[src/rtl/case_sweep_pkg.sv]
`default_nettype none
// ============================================================================
// Module      : case_sweep_pkg
// Description : Shared types and default constants for the case sweep
//               controller: state encoding, state enum and parameter defaults.
// Revision    : 1.0 - initial release
// ============================================================================
package case_sweep_pkg;

    // Default widths for the controller parameters
    localparam int SEL_W_DEF   = 3;
    localparam int DWELL_W_DEF = 4;
    localparam int PASS_W_DEF  = 4;

    // Explicit state encodings, kept as plain constants for legacy users
    localparam logic [1:0] ST_IDLE    = 2'd0;
    localparam logic [1:0] ST_PRESENT = 2'd1;
    localparam logic [1:0] ST_DWELL   = 2'd2;
    localparam logic [1:0] ST_DONE    = 2'd3;

    typedef enum logic [1:0] {
        S_IDLE    = ST_IDLE,
        S_PRESENT = ST_PRESENT,
        S_DWELL   = ST_DWELL,
        S_DONE    = ST_DONE
    } state_e;

endpackage
`default_nettype wire

[src/rtl/case_sweep_next_code.sv]
`default_nettype none
// ============================================================================
// Module      : case_sweep_next_code
// Description : Combinational cyclic next-set-bit search. Returns the lowest
//               enabled code strictly above cur; if none exists, wraps to the
//               lowest enabled code overall and raises wrap. A single enabled
//               code equal to cur therefore always wraps back to itself.
// Revision    : 1.0 - initial release
// ============================================================================
module case_sweep_next_code
    import case_sweep_pkg::*;
#(
    parameter int SEL_W = SEL_W_DEF
) (
    input  logic [2**SEL_W-1:0] mask,
    input  logic [SEL_W-1:0]    cur,
    output logic [SEL_W-1:0]    next_code,
    output logic                wrap
);

    localparam int NCODES = 2**SEL_W;

    logic             w_found_above;
    logic [SEL_W-1:0] w_above;
    logic [SEL_W-1:0] w_lowest;

    // Scan downward so the last hit is the lowest qualifying code
    always_comb begin
        w_found_above = 1'b0;
        w_above       = '0;
        w_lowest      = '0;
        for (int i = NCODES - 1; i >= 0; i--) begin
            if (mask[i]) begin
                w_lowest = SEL_W'(i);
                if (i > int'(cur)) begin
                    w_above       = SEL_W'(i);
                    w_found_above = 1'b1;
                end
            end
        end
    end

    assign next_code = w_found_above ? w_above : w_lowest;
    assign wrap      = ~w_found_above;

endmodule
`default_nettype wire

[src/rtl/case_sweep_ctrl.sv]
`default_nettype none
// ============================================================================
// Module      : case_sweep_ctrl
// Description : Sweeps through the enabled selector codes in ascending order,
//               presenting each with a valid/ack handshake, inserting optional
//               dwell cycles after each accepted code, and repeating for a
//               programmable number of full passes. Supports abort and
//               rejects starts with an empty mask.
// Revision    : 1.0 - initial release
// ============================================================================
module case_sweep_ctrl
    import case_sweep_pkg::*;
#(
    parameter int SEL_W   = SEL_W_DEF,
    parameter int DWELL_W = DWELL_W_DEF,
    parameter int PASS_W  = PASS_W_DEF
) (
    input  logic                clk_i,
    input  logic                rst_ni,
    input  logic                start_i,
    input  logic                abort_i,
    input  logic [2**SEL_W-1:0] code_mask_i,
    input  logic [DWELL_W-1:0]  dwell_i,
    input  logic [PASS_W-1:0]   passes_i,
    output logic [SEL_W-1:0]    sel_o,
    output logic                sel_valid_o,
    input  logic                sel_ack_i,
    output logic                busy_o,
    output logic                done_o,
    output logic                aborted_o,
    output logic                err_empty_o,
    output logic [PASS_W-1:0]   pass_cnt_o
);

    localparam int NCODES = 2**SEL_W;

    // Registered state and latched sweep configuration
    state_e              r_state;
    logic [NCODES-1:0]   r_mask;
    logic [DWELL_W-1:0]  r_dwell;
    logic [DWELL_W-1:0]  r_dwell_cnt;
    logic [PASS_W-1:0]   r_passes;
    logic [PASS_W-1:0]   r_pass_cnt;
    logic [SEL_W-1:0]    r_sel;
    logic                r_aborted;
    logic                r_err_empty;

    // Combinational helpers
    logic [SEL_W-1:0]    w_next_code;
    logic                w_wrap;
    logic [SEL_W-1:0]    w_first_code;
    logic [PASS_W-1:0]   w_pass_inc;
    logic [PASS_W-1:0]   w_passes_eff;
    logic                w_finish;
    logic                w_in_done;

    // Next enabled code above the one currently presented, from the latched mask
    case_sweep_next_code #(
        .SEL_W     (SEL_W)
    ) u_next_code (
        .mask      (r_mask),
        .cur       (r_sel),
        .next_code (w_next_code),
        .wrap      (w_wrap)
    );

    // Lowest enabled code of the live mask, loaded as the first code on start
    always_comb begin
        w_first_code = '0;
        for (int i = NCODES - 1; i >= 0; i--) begin
            if (code_mask_i[i]) begin
                w_first_code = SEL_W'(i);
            end
        end
    end

    // A requested pass count of zero runs a single pass
    assign w_passes_eff = (passes_i == '0) ? PASS_W'(1) : passes_i;
    assign w_pass_inc   = r_pass_cnt + PASS_W'(1);
    // Advancing ends the sweep when the search wraps on the final pass
    assign w_finish     = w_wrap && (w_pass_inc == r_passes);

    // Main sweep state machine with latched configuration
    always_ff @(posedge clk_i or negedge rst_ni) begin
        if (!rst_ni) begin
            r_state     <= S_IDLE;
            r_mask      <= '0;
            r_dwell     <= '0;
            r_dwell_cnt <= '0;
            r_passes    <= '0;
            r_pass_cnt  <= '0;
            r_sel       <= '0;
            r_aborted   <= 1'b0;
            r_err_empty <= 1'b0;
        end else begin
            r_err_empty <= 1'b0;
            case (r_state)
                S_IDLE: begin
                    // Abort in IDLE simply masks a concurrent start
                    if (start_i && !abort_i) begin
                        if (code_mask_i != '0) begin
                            r_mask     <= code_mask_i;
                            r_dwell    <= dwell_i;
                            r_passes   <= w_passes_eff;
                            r_pass_cnt <= '0;
                            r_sel      <= w_first_code;
                            r_aborted  <= 1'b0;
                            r_state    <= S_PRESENT;
                        end else begin
                            r_err_empty <= 1'b1;
                        end
                    end
                end
                S_PRESENT: begin
                    // Abort wins over a coincident ack: the ack is consumed
                    // but no advance happens
                    if (abort_i) begin
                        r_aborted <= 1'b1;
                        r_state   <= S_DONE;
                    end else if (sel_ack_i) begin
                        if (r_dwell != '0) begin
                            r_dwell_cnt <= r_dwell;
                            r_state     <= S_DWELL;
                        end else begin
                            if (w_wrap) begin
                                r_pass_cnt <= w_pass_inc;
                            end
                            if (w_finish) begin
                                r_state <= S_DONE;
                            end else begin
                                r_sel   <= w_next_code;
                                r_state <= S_PRESENT;
                            end
                        end
                    end
                end
                S_DWELL: begin
                    if (abort_i) begin
                        r_aborted <= 1'b1;
                        r_state   <= S_DONE;
                    end else if (r_dwell_cnt == DWELL_W'(1)) begin
                        if (w_wrap) begin
                            r_pass_cnt <= w_pass_inc;
                        end
                        if (w_finish) begin
                            r_state <= S_DONE;
                        end else begin
                            r_sel   <= w_next_code;
                            r_state <= S_PRESENT;
                        end
                    end else begin
                        r_dwell_cnt <= r_dwell_cnt - DWELL_W'(1);
                    end
                end
                S_DONE: begin
                    r_state <= S_IDLE;
                end
                default: begin
                    r_state <= S_IDLE;
                end
            endcase
        end
    end

    assign w_in_done   = (r_state == S_DONE);
    assign sel_o       = r_sel;
    assign sel_valid_o = (r_state == S_PRESENT);
    assign busy_o      = (r_state != S_IDLE);
    assign done_o      = w_in_done;
    assign aborted_o   = w_in_done & r_aborted;
    assign err_empty_o = r_err_empty;
    assign pass_cnt_o  = r_pass_cnt;

endmodule
`default_nettype wire
[config.mk]
export PLATFORM = sky130hd
export DESIGN_NAME = case_sweep_ctrl
export DESIGN_NICKNAME = d
export VERILOG_FILES = /design/src/rtl/case_sweep_pkg.sv /design/src/rtl/case_sweep_next_code.sv /design/src/rtl/case_sweep_ctrl.sv
export SDC_FILE = /design/constraint.sdc
export NUM_CORES = 1
export LEC_CHECK = 0
export CAP_MARGIN = 10
export CORE_UTILIZATION = 56
export CTS_BUF_LIST = sky130_fd_sc_hd__clkbuf_16
export DETAILED_ROUTE_END_ITERATION = 10
export GPL_TIMING_DRIVEN = 0
export PLACE_DENSITY = 0.83
export SLEW_MARGIN = 20
export SYNTH_ARGS = -nofsm -noshare
export SYNTH_HDL_FRONTEND = slang
export SYNTH_SLANG_ARGS = --single-unit
export TNS_END_PERCENT = 1
[constraint.sdc]
create_clock -name clk_i -period 3.1 [get_ports clk_i]
set_input_delay 0.31 -clock clk_i [delete_from_list [all_inputs] [get_ports clk_i]]
set_output_delay 0.31 -clock clk_i [all_outputs]
set_load 0.01 [all_outputs]
Yosys cells after proc, flatten, opt, wreduce, memory -nomap -nowiden
Index checks and enable logic that the tools add are counted.
{"block": "totals", "reg_bits": 31, "latch_bits": 0, "ramBits": 0, "rom_bits": 0, "input_bits": 21, "out_inout_bits": 12, "wordCells": 140, "mem_count": 0}
{"block": "classes", "addsub": 2, "n_mul": 0, "div_mod_pow": 0, "n_lt_le_gt_ge": 7, "n_eq_ne": 17, "n_shift": 0, "muxes": 86, "bitwise_logic": 2, "reduce_logical": 17}
{"operator": "$mux 3", "count": 39}
{"operator": "$mux 4", "count": 14}
{"operator": "$mux 1", "count": 20}
{"operator": "$mux 2", "count": 8}
{"operator": "$ne 2x2->1 const B", "count": 7}
{"operator": "$gt 3x3->1 const A", "count": 4}
{"operator": "$pmux 4 s3", "count": 1}
{"operator": "$pmux 3 s3", "count": 1}
{"operator": "$pmux 2 s4", "count": 1}
{"operator": "$pmux 4 s2", "count": 1}
{"operator": "$reduce_and 4->1", "count": 2}
{"operator": "$reduce_and 8->1", "count": 1}
{"operator": "$reduce_bool 8->1", "count": 1}
{"operator": "$gt 2x3->1 const A", "count": 2}
{"operator": "$ne 2x1->1 const B", "count": 3}
{"operator": "$reduce_and 6->1", "count": 1}
{"operator": "$reduce_bool 2->1", "count": 3}
{"operator": "$add 4x1->4 const B", "count": 1}
{"operator": "$eq 2x2->1 const B", "count": 2}
{"operator": "$eq 4x1->1 const B", "count": 1}
{"operator": "$eq 4x4->1", "count": 1}
{"operator": "$logic_not 4->1", "count": 1}
{"operator": "$reduce_bool 4->1", "count": 1}
{"operator": "$sub 4x1->4 const B", "count": 1}
{"operator": "other kinds (13)", "count": 14}

Depth between registers and ports, before layout
{"block": "depth", "word_depth": 22, "depth_mapped": 8, "depth_no_buf": 8}

Hierarchy
A second synthesis with hierarchy kept.
{"block": "unflattened", "cells_unflattened": 208, "hier_area_um2": 2024.4}
{"module": "case_sweep_ctrl", "instances": 1, "cells_per_inst": 165, "area_each_um2": 1742.9, "seq_area_each_um2": 775.7}
{"module": "case_sweep_next_code", "instances": 1, "cells_per_inst": 43, "area_each_um2": 281.5, "seq_area_each_um2": 0.0}

Worst setup path before layout
No wires, ideal clock.
{"block": "synth_path", "path_kind": "reg-to-reg", "startpoint": "register r_dwell_cnt[1]", "endpoint": "register r_sel[1], in the netlist sel_o[1]", "setup_time_ns": 0.125, "arrival_ns": 1.959, "required_time_ns": 2.975, "path_slack_ns": 1.017, "path_stages_with_launch": 8, "n_path_buf": 0, "period_less_slack_ns": 2.083, "cell_sequence": "dfrtp_1 > inv_1 > ha_1 > or3b_4 > a211oi_4 > o211ai_4 > a41oi_2 > mux2_2"}
{"block": "synth_between", "elab_chain_len": 3}
{"element": "start: declaration", "line": "case_sweep_ctrl.sv:41", "text": "logic [DWELL_W-1:0] r_dwell_cnt;"}
{"element": "start signal: assignment", "line": "case_sweep_ctrl.sv:122", "text": "r_dwell_cnt <= r_dwell;"}
{"element": "start signal: assignment", "line": "case_sweep_ctrl.sv:152", "text": "r_dwell_cnt <= r_dwell_cnt - DWELL_W'(1);"}
{"element": "$eq 4x1->1", "line": "case_sweep_ctrl.sv:141", "text": "end else if (r_dwell_cnt == DWELL_W'(1)) begin"}
{"element": "$ne 2x2->1 (no line)"}
{"element": "$reduce_and 8->1 (no line)"}
{"element": "end signal: assignment", "line": "case_sweep_ctrl.sv:106", "text": "r_sel <= w_first_code;"}
{"element": "end signal: assignment", "line": "case_sweep_ctrl.sv:131", "text": "r_sel <= w_next_code;"}
{"element": "end signal: assignment", "line": "case_sweep_ctrl.sv:148", "text": "r_sel <= w_next_code;"}
{"element": "end: declaration", "line": "case_sweep_ctrl.sv:44", "text": "logic [SEL_W-1:0] r_sel;"}
Every way passes these cells.
A chain may end at the register's enable or synchronous reset.

Worst setup path in the final report
{"block": "layout_path", "startpoint": "input port code_mask_i[4]", "endpoint": "register r_pass_cnt[0], in the netlist pass_cnt_o[0]"}
{"block": "layout_between", "elab_chain_len": 3}
{"element": "start: declaration", "line": "case_sweep_ctrl.sv:22", "text": "input logic [2**SEL_W-1:0] code_mask_i,"}
{"element": "$reduce_bool 8->1", "line": "case_sweep_ctrl.sv:101", "text": "if (code_mask_i != '0) begin"}
{"element": "$ne 2x2->1 (no line)"}
{"element": "$reduce_and 8->1 (no line)"}
{"element": "end signal: assignment", "line": "case_sweep_ctrl.sv:126", "text": "r_pass_cnt <= w_pass_inc;"}
{"element": "end signal: assignment", "line": "case_sweep_ctrl.sv:143", "text": "r_pass_cnt <= w_pass_inc;"}
{"element": "end: declaration", "line": "case_sweep_ctrl.sv:43", "text": "logic [PASS_W-1:0] r_pass_cnt;"}
Every way passes these cells.

==> impl_metrics.tcl <==
set metrics [dict create \
    status "finished, final reports clean" \
    setup_viol 0 \
    die_y_um 61.7 \
    finalCritPeriodShare_pct 80.5 \
    ys_seq_area_share_pct 38.9 \
    pwr-share-comb_pct 54.9 \
    clkLatencyLatePin_ps 270 \
    grt-ovfl-total 0 \
    yosysTopAreaCell "dfrtp_1" \
    coreArea_um2 3360 \
    cts_tree "yes" \
    synth_top_area_share_pct 38.9 \
    final_layout_size_suffix_gt1_share_pct 14.7 \
    die_w_um 61.7 \
    numCtsBuffers 5 \
    p_int_mw 1.64 \
    final-hold-violation-count 0 \
    rsz0062_at_grt "no" \
    switching_power_mw 1.22 \
    synth_edf_count 0 \
    netlist_area_um2 1990 \
    rows 21 \
    num_vias 1788 \
    ys.flop_type "dfrtp_1" \
    seqPwrFrac_pct 29.4 \
    ys_warn_count 0 \
    totalWireLength_um 4780 \
    synth_most_common_cell "dfrtp_1" \
    worstMarginPinSlew_ps 780 \
    htreeDepth 2 \
    p_clk_share_pct 15.7 \
    postSynthCellCount 218 \
    synth.area.top_cells "dfrtp_1 (39%), mux2_2 (7.9%), a21oi_1 (4.5%), ha_1 (4.4%), o21ai_0 (4.3%)" \
    syn_nets 246 \
    slew_violations 0 \
    cp.required_ps 3240 \
    power.total_mw 2.86 \
    sw_frac_of_total_pct 42.6 \
    path_clk_slew_ps 50 \
    pwr_density_cell_nw_per_um2 1140 \
    grt_antenna_before_repair 0 \
    drc 0 \
    die-area_um2 3800 \
    p_leak_nw 1.04 \
    period_needed_ps 2490 \
    io_pins 33 \
    tns_ps 0 \
    synth-seq-cells 31 \
    cp.arrival_ps 2630 \
    drtIter0Drc 79 \
    start_kind "input pin" \
    fin_area_um2 2500 \
    cp_max_fo 10 \
    cts_buffer_depth 2 \
    cts_resized 0 \
    io_buffer_count 32 \
    path_class "in2reg" \
    antenna_cells 0 \
    hold_class "in2async" \
    setup_ws_ps 605 \
    gp_congestion 0.888 \
    max_cap_viol_count 0 \
    cts.sinks 31 \
    postCtsHoldBufs 0 \
    syn_to_final_growth_pct 25.5 \
    dr.pass1.iters 4 \
    post_cts_buffers 0 \
    ant_nets 0 \
    fmax_ghz 0.401 \
    synthTopCellsByCount "dfrtp_1 (31), nand2_1 (19), nor2_1 (19), a21oi_1 (18), o21ai_0 (17)" \
    vias_per_cell 5.88 \
    dp_hpwl_um 3330 \
    max_slew_margin_pct 47.5 \
    grt_max_degree 32 \
    avgSynthCellArea_um2 9.15 \
    synth_cell_types 49 \
    grt_usage_pct 27.6 \
    place_ws_ps 426 \
    start_util_pct 59.3 \
    postPlaceCellArea_um2 2370 \
    final_nets 285 \
    grt_pass1_wl_um 7490 \
    grt_pass1_vias 1597 \
    async_flop_share_pct 100 \
    irDropWorstVdd_uv 780 \
    fin_worst_skew_ps 6.59 \
    routedWlPerCell_um 15.7 \
    cts-root-buf "clkbuf_16" \
    crit_path_end_kind "flip-flop" \
]
-- kinds of logic after synthesis --
| family | after synthesis | share of synthesized area, % |
|---|---|---|
| AO/OA/AOI/OAI | 62 | 21.8 |
| XOR/XNOR | 6 | 2.63 |
| adder cells (fa/ha/maj) | 7 | 4.39 |
| buffers and inverters | 20 | 4.08 |
| flip-flops | 31 | 38.9 |
| multiplexers | 16 | 8.91 |
| AND/OR/NAND/NOR | 76 | 19.3 |
-- per-stage QoR --
step           util, %  hold slack, ps  std cells
6_report          74.4            91.9        304
5_1_grt           74.4             140        304
4_1_cts           74.4             114        304
3_5_place_dp      70.4             390        296
3_3_place_gp      70.5             510        296
2_1_floorplan        -            14.4        218
-- critical path, cell delays in order --
cell,delay [ps]
clkdlybuf4s50_1,460
nor4_1,720
a21oi_1,270
o211ai_4,390
and4bb_2,290
a21oi_1,100
o21ai_0,90
-- power groups by stage --
stage               logic, mW  registers (mW)  clock network, mW
CTS                      1.56           0.833              0.456
detailed placement       1.54           0.837                  0
floorplan                1.12           0.793                  0
global placement         1.48           0.828                  0
finish                   1.57           0.841              0.449
global route             1.73           0.870              0.476
-- final cells by class --
| class | instances | area (µm²) |
|---|---|---|
| Multi-Input combinational cell | 167 | 1140 |
| Clock inverter | 3 | 11.3 |
| Inverter | 13 | 48.8 |
| Sequential cell | 31 | 776 |
| Fill cell | 273 | 860 |
| Timing Repair Buffer | 32 | 315 |
| Buffer | 7 | 32.5 |
| Clock buffer | 5 | 125 |
| Tap cell | 46 | 57.6 |
-- final timing paths --
kind	from	to	slack, ps	depth (start not counted)
max reg2reg	r_state[0]	r_mask[7]	720	7
max	code_mask_i[4]	pass_cnt_o[0]	610	7
max in group asynchronous	rst_ni	r_mask[2]	2550	1
min reg2reg	r_dwell_cnt[1]	r_dwell_cnt[1]	510	2
min	rst_ni	r_dwell[0]	90	1
min in group clk_i	r_dwell_cnt[1]	r_dwell_cnt[1]	510	2
-- metal layers --
layer	part of all wire (%)	routed length [µm]	vias up	track usage, %
met5	0	0	-	0
met4	1.1	54	0	8.25
met3	5.1	246	9	5.46
met2	49	2340	59	44.2
met1	45	2140	860	37.9
li1	-	-	860	-
-- sequential cells by signal, indices dropped and copies added (netlist names) --
name / flops
r_passes: 4
r_aborted: 1
r_mask: 8
r_dwell: 4
sel_o: 3
r_dwell_cnt: 4
r_state: 2
err_empty_o: 1
pass_cnt_o: 4
-- cells in the final DEF, fill, tap and decap left out, types with 3 or more instances in the layout --
master | Yosys | final
a21oi_1 | 18 | 18
a31oi_1 | 4 | 4
and2_1 | 3 | 3
buf_2 | 5 | 6
clkbuf_16 | 0 | 5
clkdlybuf4s50_1 | 0 | 31
dfrtp_1 | 31 | 31
ha_1 | 7 | 7
inv_1 | 13 | 14
mux2_2 | 14 | 14
nand2_1 | 19 | 19
nand2b_1 | 4 | 4
nand3_1 | 9 | 9
nor2_1 | 19 | 19
nor2b_1 | 5 | 5
nor3_1 | 4 | 4
nor4_1 | 3 | 3
o21ai_0 | 17 | 17
o31ai_1 | 3 | 3
xnor2_1 | 4 | 4
Note: power is estimated with default switching activity, not from simulation.
